--- config.mk ---
export PLATFORM = sky130hd
export DESIGN_NAME = mem_loader
export DESIGN_NICKNAME = d
export VERILOG_FILES = /design/src/rtl/mem_loader.sv
export SDC_FILE = /design/constraint.sdc
export NUM_CORES = 1
export LEC_CHECK = 0
export CAP_MARGIN = 20
export CORE_UTILIZATION = 40
export CTS_CLUSTER_SIZE = 25
export DETAILED_ROUTE_END_ITERATION = 10
export PLACE_DENSITY_LB_ADDON = 0.1
export REMOVE_ABC_BUFFERS = 1
export SETUP_SLACK_MARGIN = 0.5
export SLEW_MARGIN = 0
export SYNTH_ARGS = -nofsm -noshare
export SYNTH_HDL_FRONTEND = slang
export SYNTH_SLANG_ARGS = --single-unit
--- constraint.sdc ---
create_clock -name clock -period 4.16 [get_ports clock]
set_clock_uncertainty 0.15 [all_clocks]
set_input_delay 0.832 -clock clock [delete_from_list [all_inputs] [get_ports clock]]
set_output_delay 0.832 -clock clock [all_outputs]
set_load 0.005 [all_outputs]
--- src/rtl/mem_loader.sv ---
// Byte-stream memory loader: parses an address/count header, then assembles
// 16-bit words from byte pairs and writes them out through a single write port.
//
// state   | meaning
// --------+------------------------------------------------------------
// IDLE    | waiting for ADDR_HI
// ADDR_LO | waiting for ADDR_LO
// CNT_HI  | waiting for CNT_HI
// CNT_LO  | waiting for CNT_LO
// CHECK   | one-cycle range check of start+count against lines
// DATA_HI | waiting for the high byte of a data word
// DATA_LO | waiting for the low byte of a data word
// WRITE   | one-cycle write strobe
// DONE    | one-cycle done pulse
module mem_loader #(
    parameter int dtype    = 16,
    parameter int lines    = 1000,
    parameter int addr_len = $clog2(lines)
) (
    input  logic                clock,
    input  logic                reset,
    input  logic [7:0]          rx_data,
    input  logic                rx_valid,
    output logic                rx_ready,
    output logic                mem_write,
    output logic [addr_len-1:0] mem_addr,
    output logic [dtype-1:0]    mem_data,
    output logic                busy,
    output logic                done,
    output logic                error
);

    typedef enum logic [3:0] {
        IDLE,
        ADDR_LO,
        CNT_HI,
        CNT_LO,
        CHECK,
        DATA_HI,
        DATA_LO,
        WRITE,
        DONE
    } state_t;

    state_t              state, next_state;
    logic [15:0]         start_r;
    logic [15:0]         count_r;
    logic [15:0]         remaining;
    logic [7:0]          hi_byte;
    logic [addr_len-1:0] waddr;
    logic [16:0]         frame_end;
    logic                over_range;
    logic                ready_state;
    logic                take;

    assign frame_end  = {1'b0, start_r} + {1'b0, count_r};
    assign over_range = frame_end > 17'(lines);

    always_comb begin
        ready_state = 1'b0;
        case (state)
            IDLE, ADDR_LO, CNT_HI, CNT_LO, DATA_HI, DATA_LO: ready_state = 1'b1;
            default:                                         ready_state = 1'b0;
        endcase
    end

    // Gated by reset so no byte is ever consumed while reset is held.
    assign rx_ready  = ready_state && !reset;
    assign take      = rx_valid && rx_ready;
    assign mem_write = (state == WRITE) && !reset;
    assign busy      = (state != IDLE);
    assign done      = (state == DONE);

    always_comb begin
        next_state = state;
        case (state)
            IDLE:    if (take) next_state = ADDR_LO;
            ADDR_LO: if (take) next_state = CNT_HI;
            CNT_HI:  if (take) next_state = CNT_LO;
            CNT_LO:  if (take) next_state = CHECK;
            CHECK: begin
                if (over_range)          next_state = IDLE;
                else if (count_r == 16'd0) next_state = DONE;
                else                     next_state = DATA_HI;
            end
            DATA_HI: if (take) next_state = DATA_LO;
            DATA_LO: if (take) next_state = WRITE;
            WRITE:   next_state = (remaining == 16'd1) ? DONE : DATA_HI;
            DONE:    next_state = IDLE;
            default: next_state = IDLE;
        endcase
    end

    always_ff @(posedge clock) begin
        if (reset) begin
            state     <= IDLE;
            start_r   <= '0;
            count_r   <= '0;
            remaining <= '0;
            hi_byte   <= '0;
            waddr     <= '0;
            mem_addr  <= '0;
            mem_data  <= '0;
            error     <= 1'b0;
        end else begin
            state <= next_state;
            case (state)
                IDLE: if (take) begin
                    start_r[15:8] <= rx_data;
                    error         <= 1'b0;
                end
                ADDR_LO: if (take) start_r[7:0]  <= rx_data;
                CNT_HI:  if (take) count_r[15:8] <= rx_data;
                CNT_LO:  if (take) count_r[7:0]  <= rx_data;
                CHECK: begin
                    waddr     <= start_r[addr_len-1:0];
                    remaining <= count_r;
                    if (over_range) error <= 1'b1;
                end
                DATA_HI: if (take) hi_byte <= rx_data;
                // Address and data are captured here so they stay put between strobes.
                DATA_LO: if (take) begin
                    mem_data <= dtype'({hi_byte, rx_data});
                    mem_addr <= waddr;
                end
                WRITE: begin
                    waddr     <= waddr + addr_len'(1);
                    remaining <= remaining - 16'd1;
                end
                default: ;
            endcase
        end
    end

endmodule

After elaboration in Yosys (flattened, before gate mapping)
Cells that the tools add are included.
Word-level totals
  register bits after elaboration: 97
  bits of input ports: 11
  logic and storage cells: 65
Cells by class
  add/subtract/negate cells: 3
  order comparisons: 1
  equality and inequality tests: 16
  muxes and demuxes: 16
  reductions and logical operators: 18
Operator list (count)
  $mux 4: 9
  $pmux 16 s2: 1
  $pmux 4 s8: 1
  $pmux 10 s2: 1
  $add 16x16->17: 1
  $gt 17x10->1 const B: 1
  $eq 16x1->1 const B: 1
  $eq 4x3->1 const B: 4
  $logic_not 16->1: 1
  $sub 16x1->16 const B: 1
  $ne 2x2->1 const B: 7
  $reduce_and 2->1: 6
  $add 10x1->10 const B: 1
  $eq 4x2->1 const B: 2
  $reduce_and 6->1: 1
  $reduce_or 6->1: 1
  $eq 4x1->1 const B: 1
  $eq 4x4->1 const B: 1
  $logic_not 4->1: 1
  $reduce_bool 2->1: 2
  $reduce_bool 4->1: 1
  $logic_and 1x1->1: 3
  $mux 1: 3
  $reduce_and 3->1: 1
  2 further kinds: 2

Depth between registers and ports, before layout
  depth after elaboration: 7
  gate-level depth with buffers: 10
  mapped depth without buffers: 10

Worst setup path after synthesis
No wires, ideal clock.
  path kind: reg-to-reg
  start: register start_r[0]
  end: register state[3]
  setup time: 0.103 ns
  data arrival time: 2.573 ns
  path slack: 1.334 ns
  stages on the path, launching flop included: 11
  buffers on the path: 0
  cells stage by stage: dfxtp_1 > ha_1 > fa_1 > a211oi_1 > o21ai_2 > a211o_1 > nand3b_1 > o2111ai_2 > a2111oi_4 > nand3_2 > a2111oi_2
Between the ends
  word-level cells in the longest chain between the ends: 4
Ends and longest elaborated chain
  start, declared: line 46  | logic [15:0] start_r;
  start signal, assigned: line 112  | ADDR_LO: if (take) start_r[7:0] <= rx_data;
  $add 16x16->17: line 56  | assign frame_end = {1'b0, start_r} + {1'b0, count_r};
  $gt 17x10->1: line 57  | assign over_range = frame_end > 17'(lines);
  $mux 4: line 82  | if (over_range) next_state = IDLE;
  $pmux 4 s8: line 76  | case (state)
  end signal, assigned: line 106  | state <= next_state;
  end, declared: line 45  | state_t state, next_state;
No other way between the ends.
A chain may end at the register's enable or synchronous reset.

Worst setup path after layout
  start: register state[2]
  end: output mem_write
Between the ends
  word-level cells in the longest chain between the ends: 2
Ends and longest elaborated chain
  $eq 4x3->1: line 70  | assign mem_write = (state == WRITE) && !reset;
  $logic_and 1x1->1: line 70
  end, declared: line 25  | output logic mem_write,
No other way between the ends.

==> impl_summary.txt <==
----------------------------------------------------
[Status]
  Run status ... finished, final reports clean

[Setup path]
  Worst-case register-to-register setup slack ... 1020 ps
  Worst endpoint required time ... ~3200 ps
  Reg2reg end ... state[3]
  Crit. End Element ... output port
  Biggest fanout along the worst timing path ... 13
  Classification of the worst setup path ... reg -> out
  Ordered cell list for the critical path ... nor2b_1, buf_4, and2_1, nand2_2, nor2_1, clkdlybuf4s50_1
  Critical Path Slowest Stage Cell ... dfxtp_1
  Arrival @ worst endpoint ... about 2500 ps
  Path depth of the worst reg2reg path ... 10
  Maximum single-stage delay on the critical path ... between 500 and 600 ps
  Reg-to-reg startpoint ... count_r[0]
  Element type at the critical path start ... register

[Layout]
  Area Overhead vs Synth ... 15.72%
  Fill cell count ... between 1000 and 1500
  Finished Layout Cells ... 850
  Post-layout net count ... 704
  Antenna Cells ... 0
  Fraction of layout instances using a drive strength above 1 ... 0.06342

[Hold path]
  Min-delay worst type ... reg -> reg
  Cell depth of the worst min-delay path ... 2
  Hold EP ... mem_addr[2]
  Startpoint of the tightest hold check path ... mem_addr[2]

[Power]
  Cell Pwr Density ... about 320 nW/um2
  Post-layout total power ... 0.001936 W
  Leakage power total ... ~2.3 nW
  VDD IR max ... about 0.00025 V

[Detailed routing]
  Final ANT Viol Nets ... 0
  Overall routed net length ... between 10000 and 15000 um
  Drt first pass iters ... 6
  DRC violation total after the first TritonRoute iteration ... around 500
  Detail-routed via count per cell ... roughly 5.7
  DRC errors left ... 0
  Routed len/inst ... approximately 17 um
  Total vias in the final route ... ~4900

[Run]
  Number of maximum-capacitance violations ... 0

[Timing]
  Count of pins over their slew limit ... 0
  Fin crit share ... 0.8245
  Normalized max-slew margin ... 0.3436
  Time the worst path needs with I/O delays and setup ... roughly 3400 ps
  PnR worst setup slack ... around 730 ps
  Highest Clock Rate ... a little under 0.3 GHz
  Slew @ Worst Pin ... slightly below 1000 ps
  Unrepaired setup endpoints after global routing ... no
  Endpoints failing setup ... 0
  Final total negative setup slack ... 0 ps
  Number of hold violations in the final report ... 0

[Clock tree]
  Post-CTS clock slew at the launch and capture registers of the worst setup and hold paths ... around 70 ps
  Setup bufs post-CTS ... 0
  Root buffer cell ... clkbuf_16
  # resized after CTS ... 0
  Level count of the clock H-tree ... 3
  Number of hold buffers added after CTS ... 0
  Worst skew pair latency ... 350 ps
  CTS sink cnt ... 97
  Maximum clock insertion buffer count ... 2
  Number of CTS-inserted buffers ... 9
  TritonCTS clock tree ... built

[Floorplan]
  Floorplan die width ... roughly 120 um
  Starting density of the core ... 0.4109
  Die Area ... around 13000 um2
  Row count ... between 40 and 50
  I/O pin cnt ... 42
  Area of the core ... around 13000 um2
  Die height ... approximately 120 um

[GRT]
  Wire length of the first global-routing pass ... 22950 um
  Initial antenna violation count ... 0
  Via count of the first global-routing pass ... 4349
  Largest net degree at the start of global routing ... 71
  Total congestion overflow after global routing ... 0
  GRT Overall Usage ... 0.2225

[Yosys]
  Top_reg_cell synth ... dfxtp_1
  Post-synthesis instance area ... approximately 5200 um2
  Synth Area per Inst ... roughly 8 um2
  Synth Warn # ... 0
  Unique masters post-synth ... 62
  Proportion of register bits with asynchronous set or reset after synthesis ... 0
  Post-Synthesis Cells ... between 600 and 700
  Synth top area share ... 0.3730
  Cell types with the largest area share after synthesis ... dfxtp_1 (37%), mux2i_1 (6.9%), nand2_1 (6.8%)
  Synthesis-stage register bit count ... 97
  Cell taking the most area after synthesis ... dfxtp_1
  Number of synthesized flops with an enable pin ... 0
  Portion of the post-synthesis area used by sequential elements ... 0.3730
  Most instantiated cells after synthesis ... dfxtp_1 (97), nand2_1 (94), nor2_1 (86)
  Most used standard cell by instance count after synthesis ... dfxtp_1

[Placed design]
  Worst-case setup slack after placement ... 1007 ps
  Number of I/O port buffers ... just over 40
  GPL Wtd Cong ... roughly 0.86
  Number of cells after detailed placement ... ~830
  Placed wire-length estimate ... about 10000 um

----------------------------------------------------
## registers in the layout, indices dropped and copies added (netlist names)
register	count
start_r	16
waddr	10
remaining	16
mem_addr	10
hi_byte	8
count_r	16
mem_data	16
state	4
error	1
## worst max-delay path by stage
stage                     depth (start not counted)  slack, ps     endpoint     start
final                                             6        730    mem_write  state[2]
after detailed placement                          6       1010    mem_write  state[2]
after floorplan                                   4       1190  mem_addr[0]  state[1]
after global placement                            6       1030    mem_write  state[2]
after global routing                              6        580    mem_write  state[2]
after CTS                                         6        630    mem_write  state[2]
## critical path, delay by kind of cell (launching register included)
| family | cells | cell delay [ps] |
|---|---|---|
| buffers and inverters | 2 | 700 |
| AND/OR/NAND/NOR | 4 | 850 |
| flip-flops | 1 | 540 |
## logic make-up (layout without fill, tap and decap cells)
| group | count (synthesis) | count (layout) | share of synthesized area |
|---|---|---|---|
| flip-flops | 97 | 97 | 0.3730 |
| AND/OR/NAND/NOR | 267 | 267 | 0.2283 |
| adder cells (fa/ha/maj) | 20 | 20 | 0.04951 |
| buffers and inverters | 57 | 81 | 0.04182 |
| AO/OA/AOI/OAI | 166 | 166 | 0.2197 |
| multiplexers | 36 | 36 | 0.06921 |
| XOR/XNOR | 11 | 11 | 0.01850 |
## final cells by class
class | instances | area [um2] | area share
clock buffers | 10 | 229.0 | 0.03801
clock inverters | 6 | 50.05 | 0.008307
inverters | 15 | 56.30 | 0.009346
multi-input cells | 500 | 3059 | 0.5078
flip-flops and latches | 97 | 1942 | 0.3223
well taps | 172 | 215.2 | 0.03572
repair buffers | 50 | 473.0 | 0.07850
## placed cells by master (no fill, tap or decap), types with 9 or more instances in the layout
cell type,n
inv_1,15
clkbuf_16,9
ha_1,19
a31oi_1,9
o21ai_0,19
a21oi_1,68
nand3_1,25
mux2i_1,36
buf_4,9
nor3_1,18
nand2_1,93
nor2_1,86
nor4_1,9
dfxtp_1,97
clkdlybuf4s50_1,40
a222oi_1,11
## power by group
group / total (W) / switching [W] / internal (W)
Clock: 0.000795 / 0.000381 / 0.000413
Sequential: 0.000954 / 0.0000156 / 0.000939
Combinational: 0.000187 / 0.000117 / 0.0000701
Total: 0.00194 / 0.000514 / 0.00142
## per-layer routing
metal | routed length [um] | global-route usage
met1 | 6739 | 0.3013
met2 | 6666 | 0.3560
met3 | 710 | 0.04446
met4 | 287 | 0.06838
met5 | 0 | 0
## through the flow
step	instance area [um2]	hold slack, ps	utilization
2_1_floorplan	5045	275.5	-
3_3_place_gp	5743	292.3	0.4532
3_5_place_dp	5743	297.1	0.4532
4_1_cts	6022	306.4	0.4753
5_1_grt	6025	322.9	0.4755
6_report	6025	300.7	0.4755
Note: power is estimated with default switching activity, not from simulation.
